$ cat src/rtl/load_store_unit.sv
// Load/store unit: turns byte-addressed RV32I load/store requests into
// word-addressed, byte-enabled memory cycles. Accesses that straddle a word
// boundary are split into two cycles. Load data comes back aligned and
// extended. Out-of-range and illegal-size requests are answered with an
// error and never reach memory.
module load_store_unit #(
    parameter int ADDR_WIDTH = 12
) (
    input  logic                  clk,
    input  logic                  rst_n,
    input  logic                  req_valid,
    output logic                  req_ready,
    input  logic                  req_store,
    input  logic [1:0]            req_size,
    input  logic                  req_unsigned,
    input  logic [31:0]           req_addr,
    input  logic [31:0]           req_wdata,
    output logic                  resp_valid,
    output logic                  resp_err,
    output logic [31:0]           resp_rdata,
    output logic                  we,
    output logic [3:0]            mem_op,
    output logic [ADDR_WIDTH-1:0] data_addr,
    output logic [31:0]           data_write,
    input  logic [31:0]           data_read
);

    typedef enum logic [2:0] {
        IDLE,
        ISSUE_LO,
        ISSUE_HI,
        COLLECT,
        RESP
    } state_t;

    state_t state;

    // Request fields held for the duration of an access
    logic                  cur_store;
    logic [1:0]            cur_size;
    logic                  cur_unsigned;
    logic [1:0]            cur_offset;
    logic                  cur_split;
    logic [3:0]            cur_hi_mask;
    logic [31:0]           cur_hi_data;
    logic [ADDR_WIDTH-1:0] cur_hi_addr;
    logic [31:0]           lo_word;

    // Decode of the incoming request
    logic [1:0]            offset;
    logic [ADDR_WIDTH-1:0] word_addr;
    logic [3:0]            size_mask;
    logic [7:0]            lane_mask;
    logic [63:0]           lane_data;
    logic                  split;
    logic                  range_err;
    logic                  wrap_err;
    logic                  req_err;

    // Load assembly
    logic [31:0] load_lo;
    logic [31:0] load_hi;
    logic [31:0] load_shifted;
    logic [31:0] load_result;

    // Decode offset, byte-enable mask, lane-shifted write data and error causes
    always_comb begin
        offset    = req_addr[1:0];
        word_addr = req_addr[ADDR_WIDTH+1:2];
        case (req_size)
            2'b00:   size_mask = 4'b0001;
            2'b01:   size_mask = 4'b0011;
            2'b10:   size_mask = 4'b1111;
            default: size_mask = 4'b0000;
        endcase
        lane_mask = {4'b0000, size_mask} << offset;
        lane_data = {32'h0, req_wdata} << {offset, 3'b000};
        split     = |lane_mask[7:4];
        range_err = |req_addr[31:ADDR_WIDTH+2];
        // The second half of a split access at the top word would wrap to 0
        wrap_err  = split && (word_addr == {ADDR_WIDTH{1'b1}});
        req_err   = (req_size == 2'b11) || range_err || wrap_err;
    end

    // Align the (possibly two-word) read data and extend it to 32 bits
    always_comb begin
        if (cur_split) begin
            load_lo = lo_word;
            load_hi = data_read;
        end else begin
            load_lo = data_read;
            load_hi = 32'h0;
        end
        load_shifted = 32'({load_hi, load_lo} >> {cur_offset, 3'b000});
        case (cur_size)
            2'b00:   load_result = cur_unsigned ? {24'h0, load_shifted[7:0]}
                                                : {{24{load_shifted[7]}}, load_shifted[7:0]};
            2'b01:   load_result = cur_unsigned ? {16'h0, load_shifted[15:0]}
                                                : {{16{load_shifted[15]}}, load_shifted[15:0]};
            default: load_result = load_shifted;
        endcase
    end

    // Access sequencer; all memory and response outputs are registered here
    always_ff @(posedge clk or negedge rst_n) begin
        if (!rst_n) begin
            state        <= IDLE;
            req_ready    <= 1'b1;
            resp_valid   <= 1'b0;
            resp_err     <= 1'b0;
            resp_rdata   <= 32'h0;
            we           <= 1'b0;
            mem_op       <= 4'b0000;
            data_addr    <= '0;
            data_write   <= 32'h0;
            cur_store    <= 1'b0;
            cur_size     <= 2'b00;
            cur_unsigned <= 1'b0;
            cur_offset   <= 2'b00;
            cur_split    <= 1'b0;
            cur_hi_mask  <= 4'b0000;
            cur_hi_data  <= 32'h0;
            cur_hi_addr  <= '0;
            lo_word      <= 32'h0;
        end else begin
            case (state)
                IDLE: begin
                    if (req_valid) begin
                        req_ready    <= 1'b0;
                        cur_store    <= req_store;
                        cur_size     <= req_size;
                        cur_unsigned <= req_unsigned;
                        cur_offset   <= offset;
                        cur_split    <= split;
                        cur_hi_mask  <= lane_mask[7:4];
                        cur_hi_data  <= lane_data[63:32];
                        cur_hi_addr  <= word_addr + ADDR_WIDTH'(1);
                        if (req_err) begin
                            state      <= RESP;
                            resp_valid <= 1'b1;
                            resp_err   <= 1'b1;
                            resp_rdata <= 32'h0;
                        end else begin
                            state      <= ISSUE_LO;
                            we         <= req_store;
                            mem_op     <= lane_mask[3:0];
                            data_addr  <= word_addr;
                            data_write <= lane_data[31:0];
                        end
                    end
                end
                ISSUE_LO: begin
                    if (cur_split) begin
                        state      <= ISSUE_HI;
                        we         <= cur_store;
                        mem_op     <= cur_hi_mask;
                        data_addr  <= cur_hi_addr;
                        data_write <= cur_hi_data;
                    end else begin
                        we     <= 1'b0;
                        mem_op <= 4'b0000;
                        if (cur_store) begin
                            state      <= RESP;
                            resp_valid <= 1'b1;
                            resp_err   <= 1'b0;
                            resp_rdata <= 32'h0;
                        end else begin
                            state <= COLLECT;
                        end
                    end
                end
                ISSUE_HI: begin
                    // Read data for the low word arrives while the high word is addressed
                    lo_word <= data_read;
                    we      <= 1'b0;
                    mem_op  <= 4'b0000;
                    if (cur_store) begin
                        state      <= RESP;
                        resp_valid <= 1'b1;
                        resp_err   <= 1'b0;
                        resp_rdata <= 32'h0;
                    end else begin
                        state <= COLLECT;
                    end
                end
                COLLECT: begin
                    state      <= RESP;
                    resp_valid <= 1'b1;
                    resp_err   <= 1'b0;
                    resp_rdata <= load_result;
                end
                RESP: begin
                    state      <= IDLE;
                    resp_valid <= 1'b0;
                    req_ready  <= 1'b1;
                end
                default: begin
                    state      <= IDLE;
                    resp_valid <= 1'b0;
                    req_ready  <= 1'b1;
                    we         <= 1'b0;
                    mem_op     <= 4'b0000;
                end
            endcase
        end
    end

endmodule

$ cat config.mk
export PLATFORM = sky130hd
export DESIGN_NAME = load_store_unit
export DESIGN_NICKNAME = d
export VERILOG_FILES = /design/src/rtl/load_store_unit.sv
export SDC_FILE = /design/constraint.sdc
export NUM_CORES = 1
export LEC_CHECK = 0
export CAP_MARGIN = 20
export CELL_PAD_IN_SITES_DETAIL_PLACEMENT = 1
export CELL_PAD_IN_SITES_GLOBAL_PLACEMENT = 2
export CORE_MARGIN = 4
export CORE_UTILIZATION = 36
export DETAILED_ROUTE_END_ITERATION = 16
export PLACE_DENSITY = 0.91
export SLEW_MARGIN = 40
export SYNTH_ARGS = -nofsm -noshare
export SYNTH_HDL_FRONTEND = slang
export SYNTH_SLANG_ARGS = --single-unit
export TNS_END_PERCENT = 20
$ cat constraint.sdc
create_clock -name clk -period 3.5 [get_ports clk]
set_input_delay 0.525 -clock clk [delete_from_list [all_inputs] [get_ports clk]]
set_output_delay 0.525 -clock clk [all_outputs]
set_load 0.1 [all_outputs]
==> out/results.tsv <==
stage	metric	value	unit
synthesis	syn_area	9509	um^2
cts	clockBufferDepth	2	
worst_setup_path	path_buf_inv	2	
floorplanning	die_h	170.5	um
worst_setup_path	crit_type	in -> reg	
synthesis	yosysWarnings	0	
synthesis	ys_seq_elements	165	
placement	port_buffers	186	
floorplanning	die_area	29080	um^2
cts	cts_buffers	17	
worst_setup_path	required	3.82	ns
floorplanning	rows	59	
routing	vias	7867	
timing	finalMaxSlewViolations	0	
timing	rsz0062_at_grt	no	
synthesis	synthXorXnorAreaFrac	0.01013	
synthesis	synth-simple-area-share	0.1372	
power	p_leak	5.745	nW
timing	worst_pin_slew	0.8062	ns
synthesis	synth-edff-count	0	
layout	fin_nets	1166	
worst_hold_path	holdCritPathClass	in -> async	
layout	syn_to_final_growth	24.58	%
worst_setup_path	crit_family	buffers and inverters	
floorplanning	core_area	26060	um^2
cts	cts_resized	0	
routing	ant_nets	0	
floorplanning	die_w	170.5	um
timing	setup_tns	0	ns
synthesis	synth-compound-area-share	0.1326	
worst_setup_path	cp-end-kind	flop	
worst_setup_path	crit_arrival	3.19	ns
worst_setup_path	start_kind	primary input	
grt	track_usage	0.2038	
worst_setup_path	crit_chain	clkdlybuf4s50_1 > ha_1 > nand2_1 > or4_4 > o211a_4 > a21oi_4 > buf_12 > mux2_2	
synthesis	syn_inst	896	
synthesis	muxShareOfSynthArea	0.2404	
timing	fin_skew	0.01493	ns
cts	post-cts-setup-buffers	0	
timing	fin_crit	2.877	ns
routing	viasPerCell	5.595	
worst_setup_path	max_stage_delay	0.59	ns
layout	multi_input_area	5035	um^2
power	peakVddDrop	0.0002317	V
cts	cts_max_level	4	
cts	cts_hold_buf	0	
cts	root_buffer	clkbuf_16	
synthesis	synth_nets	1004	
grt	grt_first_pass_wirelength	46930	um
grt	antenna_found_initial	1	
placement	dpl.hpwl	21490	um
status	status	completed	
floorplanning	ios	187	
synthesis	synthFlopType	dfrtp_1	
grt	grt_max_degree	82	
layout	final_layout_size_suffix_gt1_frac	0.2614	
routing	firstDrtPassIters	4	
synthesis	yosysSeqAreaShare	0.4343	
cts	cts_num_sinks	165	
cts	cts_tree	done	
placement	pre_cts_ws	0.1787	ns
timing	finalHoldViolCount	0	
routing	wl_per_cell	21.09	um
synthesis	synthAdderAreaFrac	0.006579	
grt	grt-ovfl-total	0	
synthesis	synthArstFlopShare	1.000	
routing	remaining_drc_errors	0	
run	cap_viol_max_count	0	
placement	dp.cells	1374	
routing	drt-total-wl	29650	um
synthesis	ys_types	61	
cts	path_clk_slew	0.07	ns
power	powerDensity	395.0	nW/um^2
timing	fmax	347.5	MHz
layout	seq_area	4136	um^2
floorplanning	initial_core_util	0.3649	
synthesis	avgSynthCellArea	10.61	um^2
timing	period_share	0.8221	
timing	worst_slack	0.6227	ns
timing	setup_viol	0	
layout	final_cells	1406	
placement	place_congestion	0.8567	
layout	nFillCells	2898	
routing	drtIter0Drc	389	
synthesis	synth_top_family_by_area	multiplexers	
layout	diodes	0	
grt	grt_pass1_vias	8511	
worst_setup_path	cpMaxStageDelayCell	or4_4	
cts	worstSkewPairLatency	0.44	ns
timing	relSlewSlack	0.4605	
worst_setup_path	critical_path_peak_fanout	44	
## metrics by stage
step | cell area (um^2) | util | power (W) | hold WS, ns
final | 11850 | 0.4546 | 0.004679 | 0.02006
after global routing | 11850 | 0.4546 | 0.004897 | 0.06186
after CTS | 11850 | 0.4546 | 0.004725 | 0.04049
after detailed placement | 11300 | 0.4338 | 0.002952 | 0.4562
after global placement | 11710 | 0.4495 | 0.002931 | 0.4501
after floorplan | 9509 | - | 0.002598 | 0.2294
## layout by cell type (no fill, tap or decap), drive strengths merged, types with 6 or more instances in the layout
cell           synthesis  routed
nor2                  72      72
o2bb2ai                7       7
buf                   30     114
nand3                 35      35
dfrtp                164     164
mux4                  26      26
xor2                   7       7
a221o                  8       8
a22o                   9       9
clkbuf                41      21
a31oi                  9       9
clkdlybuf4s50          0     100
inv                    7      12
o21ai                 30      30
mux2                  93      93
o211ai                 6       6
a21o                  14      14
a22oi                  6       6
a2111o                16      16
mux2i                 54      54
nor4                   8       8
nor3                  15      15
nand2                137     137
o31ai                 16      16
a21oi                 29      29
a2bb2oi                8       8
## cell usage after synthesis (4+ instances only)
| library cell | count | area, um^2 |
|---|---|---|
| a2111o_1 | 16 | 180.2 |
| a21o_1 | 14 | 105.1 |
| a21oi_1 | 28 | 140.1 |
| a221o_1 | 8 | 80.08 |
| a22o_1 | 9 | 78.83 |
| a22oi_1 | 6 | 45.04 |
| a2bb2oi_1 | 8 | 70.07 |
| a31oi_1 | 9 | 56.30 |
| buf_1 | 9 | 33.78 |
| buf_2 | 15 | 75.07 |
| clkbuf_1 | 41 | 153.9 |
| dfrtp_1 | 164 | 4104 |
| ha_1 | 5 | 62.56 |
| inv_1 | 6 | 22.52 |
| mux2_2 | 60 | 675.7 |
| mux2_4 | 30 | 450.4 |
| mux2i_1 | 54 | 540.5 |
| mux4_2 | 26 | 585.6 |
| nand2_1 | 137 | 514.2 |
| nand3_1 | 35 | 175.2 |
| nand4_1 | 5 | 31.28 |
| nor2_1 | 72 | 270.3 |
| nor2b_1 | 5 | 31.28 |
| nor3_1 | 14 | 70.07 |
| nor4_1 | 8 | 50.05 |
| o211ai_1 | 5 | 37.54 |
| o21ai_0 | 28 | 140.1 |
| o2bb2ai_1 | 7 | 61.31 |
| o31ai_1 | 15 | 112.6 |
| xnor2_1 | 4 | 35.03 |
| xor2_1 | 7 | 61.31 |
## registers in the layout, indices dropped and copies added, names as in the netlist, 2 cells and up
register	count
cur_hi_mask	3
data_addr	12
lo_word	32
data_write	32
mem_op	4
cur_hi_data	24
state	3
cur_hi_addr	12
resp_rdata	32
cur_offset	2
cur_size	2
## layer usage
| layer | wire [um] | share of wire | GRT usage |
|---|---|---|---|
| met5 | 20 | 0.00067 | 0 |
| met4 | 624 | 0.021 | 0.06806 |
| met3 | 1571 | 0.053 | 0.04459 |
| met2 | 14720 | 0.50 | 0.3458 |
| met1 | 12710 | 0.43 | 0.2593 |
## worst paths after layout
kind | from | endpoint | slack (ns) | depth (start not counted)
max in group asynchronous | rst_n | cur_split | 2.56 | 2
min reg2reg | cur_hi_data[19] | cur_hi_data[19] | 0.47 | 2
max | req_addr[3] | data_addr[2] | 0.62 | 8
min | rst_n | resp_rdata[2] | 0.02 | 1
max reg2reg | cur_offset[0] | resp_rdata[23] | 0.87 | 5
min in group clk | cur_hi_data[19] | cur_hi_data[19] | 0.47 | 2
## layout make-up
cell class                      count  share of cell area
Tap cell                          335             0.03538
Multi-Input combinational cell    653              0.4250
Inverter                            7            0.002218
Clock inverter                     11            0.007710
Timing Repair Buffer              214              0.1425
Clock buffer                       21             0.03802
Sequential cell                   165              0.3492
## logic make-up (layout without fill, tap and decap cells)
| family | Yosys count | in the layout |
|---|---|---|
| flops | 165 | 165 |
| simple gates | 297 | 297 |
| xor+xnor | 11 | 11 |
| compound gates | 167 | 167 |
| mux | 173 | 173 |
| buf+inv | 78 | 253 |
| fa+ha+maj | 5 | 5 |
## where the power goes
part	switching (W)	internal, W	total [W]
Sequential	0.0000757	0.00198	0.00205
Clock	0.000825	0.000940	0.00176
Combinational	0.000475	0.000385	0.000860
No activity file was read; power rests on OpenSTA's default activity.
==> variant: new RTL, same settings <==
Encoding of `state_t`: now one-hot (5 bits for 5 states).
--- a/src/rtl/load_store_unit.sv
+++ b/src/rtl/load_store_unit.sv
@@ -25,12 +25,12 @@
     input  logic [31:0]           data_read
 );
 
-    typedef enum logic [2:0] {
-        IDLE,
-        ISSUE_LO,
-        ISSUE_HI,
-        COLLECT,
-        RESP
+    typedef enum logic [4:0] {
+        IDLE     = 5'b00001,
+        ISSUE_LO = 5'b00010,
+        ISSUE_HI = 5'b00100,
+        COLLECT  = 5'b01000,
+        RESP     = 5'b10000
     } state_t;
 
     state_t state;
Check against the original RTL: same outputs for any inputs over 4 cycles, from zero or initial values and one cycle with rst_n low; so few cycles prove little.
==> variant against the original RTL <==
- wire length fell by 5.1%
- register-to-register slack improved by 0.11 ns
- hold slack improved by 0.064 ns
- synthesized area fell by 6.7%
- design area fell by 4.9%
- count of clock-buffer cells in the layout fell by 4
- sequential cell count rose by 2
- critical path type unchanged
- setup slack got worse by 0.14 ns
- cell count fell by 2.8%
- total power rose by 16%
==> variant: results (changes against the original RTL) <==
vias in the first global route=7893 (-7.3%); CP max FO=33 (-25%); largest net degree at the start of global routing=91 (+11%); Synth cell types=57 (-6.6%); Multi-Input Combinational=612 (-6.3%); inverters=18 (+11); GR Util met2=0.341 (-0.00501); syn_nets=975 (-2.9%); VDD IR max=0.271 mV (+17%); layout net count=1137 (-2.5%); CP max stage cell=clkdlybuf4s50_1; number of clock buffers in the layout=17 (-19%); sequential share of cell area=0.371 (+0.0222); global-route wire length before repair=44500 um (-5.1%); Synth top cells by count=165 x dfrtp_1, 117 x nand2_1, 101 x o21ai_0, 81 x mux2i_1, 58 x mux2_2; Final Wtd Congestion=0.838 (-2.2%); crit-path leading delay family=simple AND/OR/NAND/NOR gates; grt met3 use=0.0297 (-0.0149); final WL=28100 um (-5.1%); FF+latch count, synth=167 (+1.2%); fillcell total=2688 (-7.2%); relative slew slack=0.462 (+0.00195); status=complete, no violations; post-synthesis sequential area ratio=0.471 (+0.0368); CP peak stage delay=0.54 ns (-0.05 ns); worst r2r src=state[0]; DP HPWL=20400 um (-5.0%); Layout clock area frac=0.0508 (+0.00504); area occupied by multi-input gates=0.00433 mm2 (-14%); clk_skew=0.0152 ns (+0.000259 ns); Setup WS pre-CTS=0.144 ns (-0.0351 ns); WP data arrival=3.34 ns (+0.15 ns); signal buffers share of area=0.152 (+0.00928); met1 usage=0.292 (+0.0329); initial antenna violation count=0 (-1); die width=165 um (-3.2%); Initial DRC Count=523 (+34%); GR Util All Layers=0.209 (+0.00568); Via Count=7464 (-5.1%); LEAKAGE=5.06 nW (-12%); placed cell area=0.0107 mm2 (-5.4%); Setup crit start=req_size[0]; Synth area leaders=dfrtp_1 47%, mux2i_1 9.1%, mux2_2 7.4%; layout cells sized above 1=0.216 (-0.0455)
## variant: changes by cell type in the layout (fill, tap and decap cells not counted), sizes merged, moves of 14 or more
cell,unedited run,this run
o21ai,30,101
mux2,93,58
nor2,72,25
inv,12,28
o211ai,6,20
mux4,26,8
o31ai,16,1
mux2i,54,81
nand3,35,16
a2111o,16,0
a32o,1,16
nand2,137,117
## variant: power breakdown
part           total [mW]  internal (mW)  switching [mW]  leakage [nW]
sequential           2.22           2.07           0.155          2.14
clock                1.87          0.955           0.916         0.281
combinational        1.33          0.544           0.783          2.64
total                5.42           3.57            1.85          5.06
## variant: layer usage
layer,part of all wire,vias to the layer above
li1,-,3488
met1,0.46,3766
met2,0.48,178
met3,0.039,32
met4,0.019,0
met5,0,-
## variant: final timing paths
check,slack (ns),cells past startpoint,to
min in group clk,0.46,2,req_ready
max in group asynchronous,2.63,2,resp_rdata[25]
worst max register to register,0.98,7,cur_split
worst min register to register,0.46,2,req_ready
worst max-delay path,0.48,10,resp_rdata[14]
worst min-delay path,0.08,1,data_write[27]
## variant: cell families (layout without fill, tap and decap cells)
| logic type | Yosys count | in the layout | share of synthesized area |
|---|---|---|---|
| AO/OA/AOI/OAI | 241 | 241 | 0.178 |
| AND/OR/NAND/NOR | 209 | 209 | 0.106 |
| flip-flops | 167 | 167 | 0.471 |
| multiplexers | 147 | 147 | 0.185 |
| buffers and inverters | 89 | 263 | 0.0430 |
| XOR/XNOR | 11 | 11 | 0.0109 |
| adder cells (fa/ha/maj) | 4 | 4 | 0.00564 |
## variant: metrics by stage
step,cells,power (mW)
2_1_floorplan,868,3.08
3_3_place_gp,1335,3.55
3_5_place_dp,1335,3.58
4_1_cts,1366,5.47
5_1_grt,1366,5.70
6_report,1366,5.42
